`src/rtl/uart_tx_fifo.sv`:
```
`default_nettype none
// ============================================================================
// Module      : uart_tx_fifo
// Description : Byte FIFO that launches one byte at a time into a UART
//               transmitter, waiting for each end-of-frame before the next.
// Revision    : 1.0 - initial release
// ============================================================================
module uart_tx_fifo #(
    parameter int DEPTH  = 16,
    parameter int ADDR_W = 4
) (
    input  logic              i_Clock,
    input  logic              i_Reset,
    input  logic              i_Wr_DV,
    input  logic [7:0]        i_Wr_Byte,
    output logic              o_Full,
    output logic              o_Empty,
    output logic [ADDR_W:0]   o_Count,
    output logic              o_Overflow,
    output logic              o_Tx_DV,
    output logic [7:0]        o_Tx_Byte,
    input  logic              i_Tx_Active,
    input  logic              i_Tx_Done
);

    localparam logic [ADDR_W:0] FULL_COUNT = (ADDR_W+1)'(DEPTH);

    typedef enum logic [1:0] {
        IDLE      = 2'd0,
        WAIT_DONE = 2'd1,
        GAP       = 2'd2
    } state_t;

    logic [7:0]        mem [DEPTH];
    logic [ADDR_W-1:0] wr_ptr;
    logic [ADDR_W-1:0] rd_ptr;
    logic [ADDR_W:0]   count;
    state_t            state;
    logic              tx_dv;
    logic [7:0]        tx_byte;
    logic              overflow;
    logic              full;
    logic              empty;
    logic              wr_accept;
    logic              pop;

    assign full      = (count == FULL_COUNT);
    assign empty     = (count == '0);
    assign wr_accept = i_Wr_DV && !full;
    // A write arriving while full is dropped even if a pop frees a slot this cycle.
    assign pop       = (state == IDLE) && !empty && !i_Tx_Active;

    assign o_Full     = full;
    assign o_Empty    = empty;
    assign o_Count    = count;
    assign o_Overflow = overflow;
    assign o_Tx_DV    = tx_dv;
    assign o_Tx_Byte  = tx_byte;

    always_ff @(posedge i_Clock) begin
        if (wr_accept) begin
            mem[wr_ptr] <= i_Wr_Byte;
        end
    end

    always_ff @(posedge i_Clock or posedge i_Reset) begin
        if (i_Reset) begin
            wr_ptr   <= '0;
            count    <= '0;
            overflow <= 1'b0;
        end else begin
            overflow <= i_Wr_DV && full;
            if (wr_accept) begin
                wr_ptr <= wr_ptr + ADDR_W'(1);
            end
            unique case ({wr_accept, pop})
                2'b10:   count <= count + (ADDR_W+1)'(1);
                2'b01:   count <= count - (ADDR_W+1)'(1);
                default: count <= count;
            endcase
        end
    end

    always_ff @(posedge i_Clock or posedge i_Reset) begin
        if (i_Reset) begin
            state   <= IDLE;
            rd_ptr  <= '0;
            tx_dv   <= 1'b0;
            tx_byte <= 8'h00;
        end else begin
            unique case (state)
                IDLE: begin
                    tx_dv <= 1'b0;
                    if (pop) begin
                        tx_byte <= mem[rd_ptr];
                        tx_dv   <= 1'b1;
                        rd_ptr  <= rd_ptr + ADDR_W'(1);
                        state   <= WAIT_DONE;
                    end
                end
                WAIT_DONE: begin
                    tx_dv <= 1'b0;
                    if (i_Tx_Done) begin
                        state <= GAP;
                    end
                end
                // One settling cycle so the transmitter is idle before the next strobe.
                GAP: begin
                    tx_dv <= 1'b0;
                    state <= IDLE;
                end
                default: begin
                    tx_dv <= 1'b0;
                    state <= IDLE;
                end
            endcase
        end
    end

endmodule
`default_nettype wire

```
`config.mk`:
```
export PLATFORM = sky130hd
export DESIGN_NAME = uart_tx_fifo
export DESIGN_NICKNAME = d
export VERILOG_FILES = /design/src/rtl/uart_tx_fifo.sv
export SDC_FILE = /design/constraint.sdc
export NUM_CORES = 1
export LEC_CHECK = 0
export CAP_MARGIN = 30
export CORE_ASPECT_RATIO = 1.1
export CORE_MARGIN = 3
export CORE_UTILIZATION = 44
export DETAILED_ROUTE_END_ITERATION = 10
export HOLD_SLACK_MARGIN = 0.02
export MAX_ROUTING_LAYER = met4
export PLACE_DENSITY = 0.64
export SETUP_SLACK_MARGIN = 0.3
export SYNTH_ARGS = -nofsm -noshare
export SYNTH_HDL_FRONTEND = slang
export SYNTH_SLANG_ARGS = --single-unit
```
`constraint.sdc`:
```
create_clock -name i_Clock -period 3.7 [get_ports i_Clock]
set_input_delay 0.37 -clock i_Clock [delete_from_list [all_inputs] [get_ports i_Clock]]
set_output_delay 0.37 -clock i_Clock [all_outputs]
set_load 0.01 [all_outputs]
```
==> key figures <==
Pwr
  – Pleak: 2.63 nW
  – Clock network power share: 32.2%
  – Peak supply drop: 492 uV
  – Internal power: 4.18 mW
  – Net Sw Frac: 28.6%
  – Sw power: 1.68 mW
  – PwrDens: 789 nW/um^2
  – Reg power frac: 42.0%
  – Combinational cell fraction of total power: 25.9%
  – Final Total Pwr: 5.86 mW

GRT
  – Vias in the first global route: 3112
  – GRT overflow: 0
  – Initial antenna violation count: 0
  – First-pass GRT wire length: 18100 um
  – Largest net degree at the start of global routing: 26
  – Tot GR Track Use: 16.5%

Clock tree
  – # resized after CTS: 0
  – Clock buffer count from CTS: 17
  – Clock Tree Buf Depth: 2
  – CTS sink cnt: 153
  – Clk slew on worst S/H paths: 0.06 ns
  – Htree depth: 4
  – Hold Buf Count CTS: 0
  – Post-CTS setup buffers: 0
  – CTS tree: done
  – Root buffer cell: clkbuf_16
  – Worst skew pair latency: 0.42 ns

Setup path
  – WP data arrival: 3.08 ns
  – CP endpoint kind: flop
  – Kind of critical path: reg -> reg
  – CP max stage cell: or4_4
  – Critical Path Start Type: flop
  – Most frequent CP cell: ha_1
  – Worst Path Required: 4.00 ns
  – Critical path depth: 10
  – R2r worst-path depth: 10
  – CP delay by family, top: compound AO/OA/AOI/OAI gates
  – Buf+Inv Stages, Crit Path: 1
  – Crit-path cells: or4_4 > o21ai_2 > inv_1 > ha_1 > xor2_1 > ha_1 > o211a_1 > o31ai_1 > a31oi_1 > xnor2_1
  – Largest fanout on the critical path: 10
  – Max incr delay on CP: 0.57 ns

Layout
  – Non-Filler Instances: 580
  – Nets: 401
  – Reg area: 4470 sq um
  – Fillers: 1103
  – Area of the multi-input gates: 1610 sq um
  – Share of cells above drive strength 1: 20.4%
  – Area growth syn-to-layout: 18.8%
  – # diodes: 0
  – Post-layout util: 53.6%

STA
  – Worst-margin pin slew: 0.987 ns
  – Max transition margin: 34.0%
  – RSZ-0062 raised after global routing: no
  – Max-slew violation count: 0
  – Fin crit share: 75.2%
  – Final setup violating endpoints: 0
  – Min Tclk post-route: 2.78 ns
  – Max Freq: 0.359 GHz
  – Clock skew: 0.00913 ns
  – Hold Fails Final Rpt: 0
  – Setup total negative slack: 0 ns

Logic synthesis
  – Ys Warns: 0
  – Post-Synth Simple-Gate Area: 3.94%
  – Average cell area after synthesis: 18.7 sq um
  – Xor/xnor share of the synthesized area: 1.54%
  – Syn Inst Count: 334
  – Mapped Area: 6250 sq um
  – Netlist cell types: 39
  – Sequential element share of the synthesized area: 71.5%
  – Top-area cell type share of the netlist area: 61.5%
  – Syn_nets: 356
  – Dominant cell type by area after synthesis: edfxtp_1
  – Main combinational cell family by area after synthesis: multiplexers
  – Adder-cell share of the synthesized area: 1.80%
  – Synth Area in Compound Gates: 2.52%
  – Synth top area cells: edfxtp_1, dfrtp_1, mux4_2, mux4_1, mux2i_1
  – Yosys reg bits: 153
  – Mux contribution to synthesized area: 16.0%

Place
  – PortBufs: 29
  – Post-Place Cells: 548
  – RePlAce Congestion: 0.805
  – Post-DP HPWL: 7370 um

Min path
  – Worst hold path type: in -> async

Job
  – Max-Cap Viols: 0

Drt
  – Vias: 3035
  – # DRC: 0
  – Antenna Nets Post-Route: 0
  – Initial DRC count: 205
  – Final WL: 11600 um
  – Initial DRT Pass Iterations: 4
  – Wire per inst: 20.1 um
  – Vias/cell: 5.23

Die
  – Die area: 15700 sq um
  – Row cnt: 45
  – Starting Density: 45.2%
  – Die Y: 131 um
  – Core Region: 13900 sq um
  – Horiz. Die Dim: 120 um
  – Number of top-level pins: 30

Run status
  – Outcome: finished clean
cell type report:
class	count	share of cell area, %
flip-flops and latches	153	60.2
repair buffers	45	5.79
clock buffers	18	5.78
multi-input cells	153	21.7
well taps	188	3.17
clock inverters	14	2.95
inverters	9	0.455
placed cells by master, fill, tap and decap left out, types with 2 or more instances in the layout:
cell type	Yosys	layout
nand2_1	18	18
o21ai_0	12	12
mux2i_1	15	15
clkbuf_16	0	17
xor2_1	3	3
ha_1	9	9
mux2_2	8	8
edfxtp_1	128	128
nor2b_1	2	2
a21oi_1	4	4
nor3_1	5	5
clkdlybuf4s50_1	0	29
nand2b_1	4	4
buf_4	4	15
bufinv_16	0	5
clkinv_4	0	4
inv_1	9	9
mux4_1	10	10
dfrtp_1	25	24
nor2_1	17	17
nand4_1	2	2
inv_6	0	2
xnor2_1	8	8
mux4_2	22	22
power by group through the flow:
stage | combinational [mW] | sequential [mW] | clock [mW]
after floorplan | 1.25 | 2.30 | 0
after global placement | 1.50 | 2.49 | 0
after detailed placement | 1.52 | 2.50 | 0
after CTS | 1.54 | 2.47 | 1.92
after global routing | 1.66 | 2.51 | 2.00
final | 1.51 | 2.46 | 1.88
flip-flops by register name, indices dropped and copies added, names as in the netlist:
name,count
mem,128
o_Tx_Byte,8
o_Count,5
rd_ptr,4
wr_ptr,4
state,2
o_Overflow,1
o_Tx_DV,1
per-layer routing:
metal	wire (um)	track usage, %
met1	5270	20.8
met2	5850	26.4
met3	414	4.43
met4	100	5.26
met5	0	-
worst reg2reg max path, stage by stage, from the launching register on:
cell,delay [ns]
dfrtp_1,0.47
or4_4,0.57
o21ai_2,0.14
inv_1,0.07
ha_1,0.30
xor2_1,0.19
ha_1,0.23
o211a_1,0.23
o31ai_1,0.22
a31oi_1,0.09
xnor2_1,0.15
synthesized netlist by cell type (all sizes together):
master and count:
mux2 8, or4 1, nor2b 2, o211a 1
nand4 2, a31oi 1, a21oi 4, and3 1
nor4 1, edfxtp 128, xnor2 8, a211o 1
a311oi 1, buf 16, mux2i 15, nor3 5
a22o 1, dfrtp 25, clkbuf 3, and3b 1
nor2 17, xor2 3, mux4 32, o31ai 1
nand2 18, o21ai 13, a21o 1, nand2b 4
nor3b 1, ha 9, inv 9, a21boi 1
kinds of logic (layout without fill, tap and decap cells):
family / after synthesis / after routing
multiplexers: 55 / 55
XOR/XNOR: 11 / 11
flip-flops: 153 / 153
buffers and inverters: 28 / 86
AO/OA/AOI/OAI: 25 / 25
adder cells (fa/ha/maj): 9 / 9
AND/OR/NAND/NOR: 53 / 53
through the flow:
step / area [sq um] / hold WS [ns] / setup WS, ns
after floorplan: 6250 / 0.397 / 0.781
after global placement: 6750 / 0.466 / 0.914
after detailed placement: 6780 / 0.470 / 0.813
after CTS: 7430 / 0.262 / 0.929
after global routing: 7430 / 0.276 / 0.617
final: 7430 / 0.257 / 0.917
worst paths after layout:
kind / from / to / slack [ns]
max in group asynchronous: i_Reset / wr_ptr[2]$_DFFE_PP0P_ / 3.00
hold reg to reg: o_Tx_Byte[2]$_DFFE_PP0P_ / o_Tx_Byte[2]$_DFFE_PP0P_ / 0.48
min in group i_Clock: o_Tx_Byte[2]$_DFFE_PP0P_ / o_Tx_Byte[2]$_DFFE_PP0P_ / 0.48
setup / recovery: o_Count[1]$_DFFE_PP0P_ / o_Count[4]$_DFFE_PP0P_ / 0.92
setup reg to reg: o_Count[1]$_DFFE_PP0P_ / o_Count[4]$_DFFE_PP0P_ / 0.92
hold / removal: i_Reset / o_Tx_DV$_DFF_PP0_ / 0.26
(Power assumes the default switching activity.)
